`src/rtl/ccr_unit.sv`:
```
// ccr_unit: condition-code register downstream of the ALU.
// Holds Z/N/C, applies SETC/CLRC and jump-taken flag clears, and keeps
// a LIFO stash of flag triples for nested interrupt entry / RTI.
module ccr_unit #(
    parameter int STACK_DEPTH = 4
) (
    input  logic i_clk,
    input  logic i_rst,
    input  logic i_alu_zero,
    input  logic i_alu_negative,
    input  logic i_alu_carry,
    input  logic i_alu_flags_en,
    input  logic i_setc,
    input  logic i_clrc,
    input  logic i_jz_taken,
    input  logic i_jn_taken,
    input  logic i_jc_taken,
    input  logic i_int_save,
    input  logic i_rti_restore,
    output logic o_zero_flag,
    output logic o_negative_flag,
    output logic o_carry_flag,
    output logic o_stack_empty,
    output logic o_stack_full,
    output logic o_overflow_err,
    output logic o_underflow_err
);

    localparam int PW = $clog2(STACK_DEPTH + 1);
    localparam int IW = (STACK_DEPTH > 1) ? $clog2(STACK_DEPTH) : 1;
    localparam logic [PW-1:0] PTR_FULL = PW'(STACK_DEPTH);

    // CCR bit order is {Z, N, C}
    logic [2:0]    ccr_q, ccr_d, ccr_calc;
    logic [PW-1:0] ptr_q, ptr_d, ptr_m1;
    logic          ovf_q, ovf_d;
    logic          unf_q, unf_d;
    logic [2:0]    stash_q [STACK_DEPTH];
    logic          wr_en;
    logic [IW-1:0] wr_idx;
    logic [IW-1:0] top_idx;
    logic          empty, full;

    assign empty   = (ptr_q == '0);
    assign full    = (ptr_q == PTR_FULL);
    assign ptr_m1  = ptr_q - PW'(1);
    assign top_idx = ptr_m1[IW-1:0];

    // Flag update without any stash involvement; later steps override earlier
    always_comb begin
        ccr_calc = ccr_q;
        if (i_alu_flags_en)
            ccr_calc = {i_alu_zero, i_alu_negative, i_alu_carry};
        if (i_setc && !i_clrc)
            ccr_calc[0] = 1'b1;
        else if (i_clrc && !i_setc)
            ccr_calc[0] = 1'b0;
        if (i_jz_taken) ccr_calc[2] = 1'b0;
        if (i_jn_taken) ccr_calc[1] = 1'b0;
        if (i_jc_taken) ccr_calc[0] = 1'b0;
    end

    // Stash control: push, pop, or swap when both arrive together
    always_comb begin
        ccr_d  = ccr_calc;
        ptr_d  = ptr_q;
        ovf_d  = ovf_q;
        unf_d  = unf_q;
        wr_en  = 1'b0;
        wr_idx = ptr_q[IW-1:0];
        if (i_int_save && i_rti_restore) begin
            if (!empty) begin
                ccr_d  = stash_q[top_idx];
                wr_en  = 1'b1;
                wr_idx = top_idx;
            end else if (!full) begin
                // empty swap degenerates to a plain push, no underflow
                wr_en = 1'b1;
                ptr_d = ptr_q + PW'(1);
            end
        end else if (i_int_save) begin
            if (!full) begin
                wr_en = 1'b1;
                ptr_d = ptr_q + PW'(1);
            end else begin
                ovf_d = 1'b1;
            end
        end else if (i_rti_restore) begin
            if (!empty) begin
                ccr_d = stash_q[top_idx];
                ptr_d = ptr_m1;
            end else begin
                unf_d = 1'b1;
            end
        end
    end

    // Architectural state with synchronous reset
    always_ff @(posedge i_clk) begin
        if (i_rst) begin
            ccr_q <= 3'b000;
            ptr_q <= '0;
            ovf_q <= 1'b0;
            unf_q <= 1'b0;
        end else begin
            ccr_q <= ccr_d;
            ptr_q <= ptr_d;
            ovf_q <= ovf_d;
            unf_q <= unf_d;
        end
    end

    // Stash storage always saves the pre-update CCR; contents need no reset
    always_ff @(posedge i_clk) begin
        if (wr_en && !i_rst)
            stash_q[wr_idx] <= ccr_q;
    end

    assign o_zero_flag     = ccr_q[2];
    assign o_negative_flag = ccr_q[1];
    assign o_carry_flag    = ccr_q[0];
    assign o_stack_empty   = empty;
    assign o_stack_full    = full;
    assign o_overflow_err  = ovf_q;
    assign o_underflow_err = unf_q;

endmodule

```
`config.mk`:
```
export PLATFORM = sky130hd
export DESIGN_NAME = ccr_unit
export DESIGN_NICKNAME = d
export VERILOG_FILES = /design/src/rtl/ccr_unit.sv
export SDC_FILE = /design/constraint.sdc
export NUM_CORES = 1
export LEC_CHECK = 0
export BUFFER_PORTS_ARGS = -buffer_cell sky130_fd_sc_hd__buf_2
export CAP_MARGIN = 20
export CORE_UTILIZATION = 40
export DETAILED_ROUTE_END_ITERATION = 16
export PLACE_DENSITY = 0.66
export SLEW_MARGIN = 20
export SYNTH_ARGS = -nofsm -noshare
export SYNTH_HDL_FRONTEND = slang
export SYNTH_SLANG_ARGS = --single-unit
export TNS_END_PERCENT = 100
```
`constraint.sdc`:
```
create_clock -name i_clk -period 3.3 [get_ports i_clk]
set_input_delay 0.495 -clock i_clk [delete_from_list [all_inputs] [get_ports i_clk]]
set_output_delay 0.495 -clock i_clk [all_outputs]
set_load 0.03 [all_outputs]
```
==> metrics.cfg <==
[global_route]
grt_pass1_wl_um=3520
grtUsageTotal=0.185
grt_pass1_vias=725
grt_antenna_before_repair=0
grt_overflow=0
grt_max_degree=13

[outcome]
outcome=completed

[yosys]
ys_types=32
ys_ff_latch=20
synth_edf_count=12
synth_common_cells=edfxtp_1 (12), a21oi_1 (10), nor2_1 (10)
synth_nets=108
avgSynthCellArea_sq_um=10.9
mappedNetlistArea_sq_mm=0.00100
yosysSeqAreaShare=0.518
yosys_most_used_dff=edfxtp_1
synth_top_area_share=0.359
syn_inst=92
ys_async_sr_fraction=0
ys_warn_count=0
yosysMostFrequentCell=edfxtp_1
ys_top_cells_by_area=edfxtp_1 (36%), dfxtp_1 (16%), mux4_2 (6.7%), a21oi_1 (5.0%), mux2i_1 (4.0%)
synth_top_area_cell=edfxtp_1

[hold_path]
hold_path_depth=4
hp-class=input pin to register
whs_endpoint=ccr_q[0]
min-delay-start=i_jc_taken

[critical_path]
worstSetupPathType=register to primary output
crit_fanout=8
timing.rr.end=stash_q[0][1]
reg2reg_slack_ns=1.23
r2r_cells=6
required_ns=2.80
r2r-start=ptr_q[0]
cp-start-kind=register
crit_arrival_ns=1.74
worstSetupEndpointType=primary output

[placement]
place_congestion=0.886
io_buffers=19
place_area_sq_mm=0.00111
place_ws_ns=1.23
place_inst=136
dpl.hpwl_um=1590

[clocking]
hold_buffers=0
cts_sinks=20
cts_setup_buffers=0
cts_tree=yes
cts_buffer_depth=2
clk_pin_slew_worst_paths_ns=0.12
post_cts_resized=0
cts_made_buffers=3
cts_root_buffer=clkbuf_4
clock_latency_ns=0.31
htree_num_levels=1

[cells_and_area]
n_antenna_cell=0
multi_input_area_sq_um=438
finish.utilization=0.508
design_area_sq_mm=0.00117
fillers=208
drive_gt1_frac=0.277
areaGrowthSynthToFinish_pct=16.2
seq_area_sq_um=520
nNetsFinal=129
instances_no_fill=140

[power_and_ir_drop]
ir_drop_mv=0.316
power_density_mw_per_mm2=635
leakage_uw=0.000515

[timing]
rsz0062_at_grt=no
min_period_over_period=0.677
tns_ns=0
fin_ws_ns=1.07
tightest_slew_ns=0.325
maxClockFrequency_ghz=0.448
hold_viol=0
relSlewSlack=0.783
maxSlewViolCount=0
setup_viol_count_final=0
skew_ns=0.00379
fin_crit_ns=2.23

[drt]
vias_per_cell=5.56
ant_nets=0
wl_um=2140
avgRoutedWirePerCell_um=15.3
drtIter0Drc=25
vias=779
drt_first_pass_iters=4
drc=0

[floorplan]
core_area_sq_mm=0.00230
initial_core_util=0.437
die_w_um=52.1
die-area_sq_mm=0.00272
pin_count=20
std_cell_rows=17
die_h_um=52.1

[flow_run]
cap_viol_max_count=0

==> worst max path at each step <==
stage / from / cells past startpoint / slack, ns / to
2_1_floorplan: ptr_q[0] / 7 / 1.53 / stash_q[2][0]
3_3_place_gp: ptr_q[0] / 6 / 1.28 / stash_q[0][0]
3_5_place_dp: ptr_q[0] / 6 / 1.23 / stash_q[0][2]
4_1_cts: ptr_q[0] / 5 / 1.06 / o_stack_full
5_1_grt: ptr_q[0] / 5 / 0.94 / o_stack_full
6_report: ptr_q[0] / 5 / 1.07 / o_stack_full
==> worst max-delay path, stage by stage, from the launching register on <==
cell,delay (ns)
dfxtp_1,0.53
inv_1,0.18
ha_1,0.31
nand2_1,0.16
inv_1,0.07
buf_2,0.18
==> layer usage <==
layer	up-vias	wire, um	GRT usage
met1	372	984	0.262
met4	0	50	0.113
li1	374	-	-
met2	28	960	0.259
met5	-	0	0
met3	5	145	0.0351
==> cell usage in the layout (no fill, tap or decap), types with 2 or more instances in the layout <==
master    count
a21o_1        3
a21oi_1      10
a31oi_1       3
and3_1        2
buf_2        19
clkbuf_4      3
dfxtp_1       8
edfxtp_1     12
ha_1          3
inv_1         6
mux2i_1       4
mux4_2        3
nand2_1       4
nor2_1       10
nor3_1        2
nor4_1        2
o21ai_0       2
o21ai_1       2
==> kinds of logic (layout without fill, tap and decap cells) <==
group | Yosys count | count (layout) | synth area share
buf+inv | 10 | 30 | 0.0461
fa+ha+maj | 3 | 3 | 0.0374
simple gates | 30 | 30 | 0.161
compound gates | 21 | 21 | 0.120
mux | 8 | 8 | 0.118
flops | 20 | 20 | 0.518
==> state kept, by name (all words and copies together) (netlist names) <==
| register | flops |
|---|---|
| stash_q | 12 |
| ccr_q | 3 |
| ptr_q | 3 |
| o_overflow_err | 1 |
| o_underflow_err | 1 |
==> power by group <==
| part | internal, uW | switching (uW) | total, uW |
|---|---|---|---|
| clock | 123 | 81.2 | 204 |
| sequential | 294 | 23.5 | 317 |
| combinational | 86.5 | 133 | 219 |
| total | 503 | 238 | 741 |
==> final cells by class <==
cell class | instances | area share
clock inverter | 1 | 0.0257
inverter | 7 | 0.0225
multi-input combinational | 62 | 0.375
clock buffer | 3 | 0.0193
timing repair buffer | 19 | 0.0815
tap | 28 | 0.0300
sequential | 20 | 0.446
==> through the flow <==
stage / hold slack (ns) / power, uW
2_1_floorplan: 0.483 / 488
3_3_place_gp: 0.448 / 535
3_5_place_dp: 0.449 / 540
4_1_cts: 0.448 / 741
5_1_grt: 0.463 / 771
6_report: 0.451 / 741
No activity file was read; power rests on OpenSTA's default activity.
